[src/rtl/vector_hazard_unit.sv]
// Hazard unit for the vector pipeline: tracks destination tags through E/M/W,
// selects Execute operand forwarding and generates stall/flush controls.
module vector_hazard_unit (
  input  logic        clk,
  input  logic        rst_n,
  input  logic [3:0]  RA1D,
  input  logic [3:0]  RA2D,
  input  logic [3:0]  WA3D,
  input  logic        RegWriteD,
  input  logic        MemtoRegD,
  input  logic        ValidD,
  input  logic        BranchTakenE,
  input  logic        MemBusyM,
  output logic [1:0]  ForwardAE,
  output logic [1:0]  ForwardBE,
  output logic        StallF,
  output logic        StallD,
  output logic        StallE,
  output logic        StallM,
  output logic        FlushD,
  output logic        FlushE,
  output logic [15:0] StallCount
);

  logic [3:0]  ra1_e, ra2_e, wa3_e, wa3_m, wa3_w;
  logic        regwrite_e, memtoreg_e, valid_e;
  logic        regwrite_m, valid_m;
  logic        regwrite_w, valid_w;
  logic [15:0] stall_count;

  logic src_m, src_w;
  logic load_use;
  logic busy_act, branch_act, lu_act;

  assign src_m = valid_m & regwrite_m;
  assign src_w = valid_w & regwrite_w;

  // M has priority over W so the youngest producer wins
  always_comb begin
    ForwardAE = 2'b00;
    ForwardBE = 2'b00;
    if (valid_e) begin
      if (src_m && (ra1_e == wa3_m))      ForwardAE = 2'b10;
      else if (src_w && (ra1_e == wa3_w)) ForwardAE = 2'b01;
      if (src_m && (ra2_e == wa3_m))      ForwardBE = 2'b10;
      else if (src_w && (ra2_e == wa3_w)) ForwardBE = 2'b01;
    end
  end

  assign load_use = valid_e & regwrite_e & memtoreg_e & ValidD &
                    ((wa3_e == RA1D) | (wa3_e == RA2D));

  // rst_n gating keeps the controls quiet even if the raw inputs are active in reset
  assign busy_act   = rst_n & MemBusyM;
  assign branch_act = rst_n & ~MemBusyM & BranchTakenE;
  assign lu_act     = rst_n & ~MemBusyM & ~BranchTakenE & load_use;

  assign StallF     = busy_act | lu_act;
  assign StallD     = busy_act | lu_act;
  assign StallE     = busy_act;
  assign StallM     = busy_act;
  assign FlushD     = branch_act;
  assign FlushE     = branch_act | lu_act;
  assign StallCount = stall_count;

  always_ff @(posedge clk or negedge rst_n) begin
    if (!rst_n) begin
      ra1_e       <= 4'd0;
      ra2_e       <= 4'd0;
      wa3_e       <= 4'd0;
      regwrite_e  <= 1'b0;
      memtoreg_e  <= 1'b0;
      valid_e     <= 1'b0;
      wa3_m       <= 4'd0;
      regwrite_m  <= 1'b0;
      valid_m     <= 1'b0;
      wa3_w       <= 4'd0;
      regwrite_w  <= 1'b0;
      valid_w     <= 1'b0;
      stall_count <= 16'd0;
    end else begin
      if (busy_act) begin
        // E and M freeze; W drains to a bubble
        wa3_w      <= 4'd0;
        regwrite_w <= 1'b0;
        valid_w    <= 1'b0;
      end else begin
        wa3_w      <= wa3_m;
        regwrite_w <= regwrite_m;
        valid_w    <= valid_m;
        wa3_m      <= wa3_e;
        regwrite_m <= regwrite_e;
        valid_m    <= valid_e;
        if (branch_act || lu_act) begin
          ra1_e      <= 4'd0;
          ra2_e      <= 4'd0;
          wa3_e      <= 4'd0;
          regwrite_e <= 1'b0;
          memtoreg_e <= 1'b0;
          valid_e    <= 1'b0;
        end else begin
          ra1_e      <= RA1D;
          ra2_e      <= RA2D;
          wa3_e      <= WA3D;
          regwrite_e <= RegWriteD;
          memtoreg_e <= MemtoRegD;
          valid_e    <= ValidD;
        end
      end
      if (StallF && (stall_count != 16'hFFFF))
        stall_count <= stall_count + 16'd1;
    end
  end

endmodule

[config.mk]
export PLATFORM = sky130hd
export DESIGN_NAME = vector_hazard_unit
export DESIGN_NICKNAME = d
export VERILOG_FILES = /design/src/rtl/vector_hazard_unit.sv
export SDC_FILE = /design/constraint.sdc
export NUM_CORES = 1
export LEC_CHECK = 0
export ABC_AREA = 1
export BUFFER_PORTS_ARGS = -buffer_cell sky130_fd_sc_hd__buf_2
export CAP_MARGIN = 20
export CORE_MARGIN = 2
export CORE_UTILIZATION = 35
export DETAILED_ROUTE_END_ITERATION = 12
export GPL_TIMING_DRIVEN = 0
export MAX_ROUTING_LAYER = met4
export PLACE_DENSITY_LB_ADDON = 0.3
export SETUP_SLACK_MARGIN = 0.3
export SYNTH_ARGS = -nofsm -noshare
export SYNTH_HDL_FRONTEND = slang
export SYNTH_SLANG_ARGS = --single-unit
[constraint.sdc]
create_clock -name clk -period 4.4 [get_ports clk]
set_input_delay 1.1 -clock clk [delete_from_list [all_inputs] [get_ports clk]]
set_output_delay 1.1 -clock clk [all_outputs]
set_load 0.05 [all_outputs]
==> impl_metrics.toml <==
[outcome]
status = "finished clean"

[yosys]
ys_seq_elements = 43
syn_avg_cell_area_sq_um = 7.258
synth_edf_count = 0
synth-adder-area-share_pct = 0.5131
synth_area_sq_um = 2439
synth_top_family_by_area = "simple AND/OR/NAND/NOR gates"
synth-xor-area-share_pct = 6.824
synth_nets = 356
ys_seq_area_share_pct = 44.13
ys.flop_type = "dfrtp_1"
yosys.area_share.simple_pct = 33.91
synth_async_sr_flop_share_pct = 100.0
muxShareOfSynthArea_pct = 0
synth_cell_types = 24
syn_inst = 336
yosys_warnings = 0
synth_compound_area_share_pct = 5.747

[hold_path]
hold_class = "reg2reg"

[timing]
rsz0062_at_grt = "false"
finalWorstSetupSlack_ps = 549.3
slew_headroom_pct = 66.90
finalMaxSlewViolations = 0
period_share_pct = 87.52
setup_violations = 0
fin_crit_ps = 3851
finalSetupTns_ps = 0
worst_pin_slew_ps = 496.5
hold_viol = 0
clock.fmax_ghz = 0.2597
skew_ps = 7.028

[detailed_routing]
antenna_left = 0
drtIter0Drc = 104
post_drt_wl_per_cell_microns = 12.19
drc = 0
vias = 2211
drt_first_pass_iters = 4
viasPerCell = 4.734
wl_mm = 5.692

[critical_path]
crit_path_top_delay_cell = "buf_6"
crit_required_ps = 3300
cp_cell_sequence = "buf_6 > nand2_1 > nor3_1 > nand2_1 > nand2_1 > buf_4 > buf_4 > buf_4 > buf_2"
slowest_delay_ps = 320
cp-end-kind = "output port"
startpoint_type = "primary input"
cp_data_arrival_time_ps = 2750
crit_type = "in2out"
cpLargestDelayFamily = "buffers and inverters"
path_max_fanout = 45
cp.buffers_inverters = 5

[global_route]
grt_remaining_overflow = 0
grt_pass1_vias = 2133
grt_use_total_pct = 16.84
grt_pass1_wl_mm = 9.867
grt_max_degree = 46
antenna_found_initial = 0

[place]
dpl-instance-area_sq_um = 2759
placedCellCount = 460
hpwl_mm = 4.301
gp_congestion = 0.8647
pre_cts_slack_ps = -166.3
port-buffer-count = 44

[power]
peakVddDrop_mv = 0.1181
power.total_mw = 0.9671
p_per_area_nw_per_um2 = 338.8
leakage_nw = 1.532

[floorplan]
die_area_sq_um = 7651
die_w_microns = 87.47
die_height_microns = 87.47
rows = 30
core_sq_um = 6756
ios = 45
start_util_pct = 36.09

[clocking]
clkTransAtPathRegs_ps = 80
cts_tree = "built"
cts_hold_buf = 0
cts_inserted_buffers = 5
clock_latency_ps = 290
htree_levels = 2
clock-sinks = 43
post_cts_buffers = 0
clock-root-buffer = "clkbuf_8"
clockBufferDepth = 2

[layout]
layout-drive-gt1-share_pct = 17.05
fin_area_sq_um = 2854
num_antenna_cells = 0
fin_cells = 467
area_delta_synth_final_pct = 17.03
fin_nets = 407

[job]
maxCapViolCount = 0
-- final cells by class --
type	instances	area, sq um
Multi-Input combinational cell	242	1146
Sequential cell	43	1076
Tap cell	80	100.1
Fill cell	712	3902
Clock inverter	1	5.005
Clock buffer	6	82.58
Inverter	40	150.1
Timing Repair Buffer	44	226.5
Buffer	11	67.56
-- worst paths after layout --
kind                                           start                         end  slack, ps  cells past startpoint
hold / removal                memtoreg_e$_DFFE_PN0N_      memtoreg_e$_DFFE_PN0N_        510                      2
setup reg to reg           StallCount[0]$_DFFE_PN0P_  StallCount[12]$_DFFE_PN0P_       2460                      9
max in group asynchronous                      rst_n  StallCount[15]$_DFFE_PN0P_       3390                      1
setup / recovery                               rst_n                      StallF        550                      9
hold reg to reg               memtoreg_e$_DFFE_PN0N_      memtoreg_e$_DFFE_PN0N_        510                      2
min in group asynchronous                      rst_n      memtoreg_e$_DFFE_PN0N_        720                      1
-- metal layers --
layer  part of all wire, %  vias to the layer above  GRT usage, %
li1                      -                     1153             -
met1                    50                      996         23.48
met2                    44                       51         24.93
met3                   4.6                       11         2.275
met4                   1.7                        0         6.294
met5                     0                        -             -
-- power by group --
part	switching (mW)	leakage, nW	internal, mW
sequential	0.0474	0.552	0.435
clock	0.128	0.0470	0.123
combinational	0.159	0.933	0.0743
-- state kept, by name, indices dropped and copies added, names as in the netlist --
signal and flops:
regwrite_e 1, memtoreg_e 1, ra1_e 4, wa3_e 4
StallCount 16, valid_m 1, regwrite_w 1, ra2_e 4
wa3_m 4, valid_e 1, regwrite_m 1, valid_w 1
wa3_w 4
-- logic make-up (layout without fill, tap and decap cells) --
kind of cell | after synthesis | in the layout
adder cells (fa/ha/maj) | 1 | 1
XOR/XNOR | 19 | 19
AND/OR/NAND/NOR | 196 | 196
flip-flops | 43 | 43
buffers and inverters | 51 | 102
AO/OA/AOI/OAI | 26 | 26
-- synth_stat cells (2+ instances only) --
cell type  count  share of area, %
a21oi_1        2              0.41
buf_2          2              0.41
buf_4          4               1.2
clkbuf_1       4              0.62
dfrtp_1       43                44
inv_1         37               5.7
inv_2          3              0.46
nand2_1      121                19
nand3_1       28               5.7
nand4_1        9               2.3
nor2_1        27               4.2
nor3_1         6               1.2
o21ai_0       16               3.3
o22ai_1        7               1.8
xnor2_1       10               3.6
xor2_1         9               3.2
-- what timing repair did --
action / 4_1_cts / 5_1_grt
cloned: 0 / 0
setup endpoints to repair: 5 / 1
resized for setup: 2 / 2
-- worst reg2reg max path, delay by kind of cell, from the launching register on --
family / cells / cell delay (ps)
adder cells (fa/ha/maj): 1 / 220
AND/OR/NAND/NOR: 6 / 850
flip-flops: 1 / 470
buffers and inverters: 2 / 290
-- per-stage QoR --
step	hold slack (ps)	utilization (%)
2_1_floorplan	453.8	-
3_3_place_gp	480.9	40.83
3_5_place_dp	487.7	40.83
4_1_cts	506.2	42.22
5_1_grt	563.8	42.24
6_report	506.4	42.24
-- placed cells by master (no fill, tap or decap), drive strengths merged --
cell type / n
a21oi: 2
a31oi: 1
buf: 51
clkbuf: 10
clkinv: 1
dfrtp: 43
ha: 1
inv: 40
nand2: 123
nand3: 28
nand4: 9
nor2: 28
nor3: 7
nor4: 1
o21ai: 16
o22ai: 7
xnor2: 10
xor2: 9
Power figures use the tool's default switching activity.
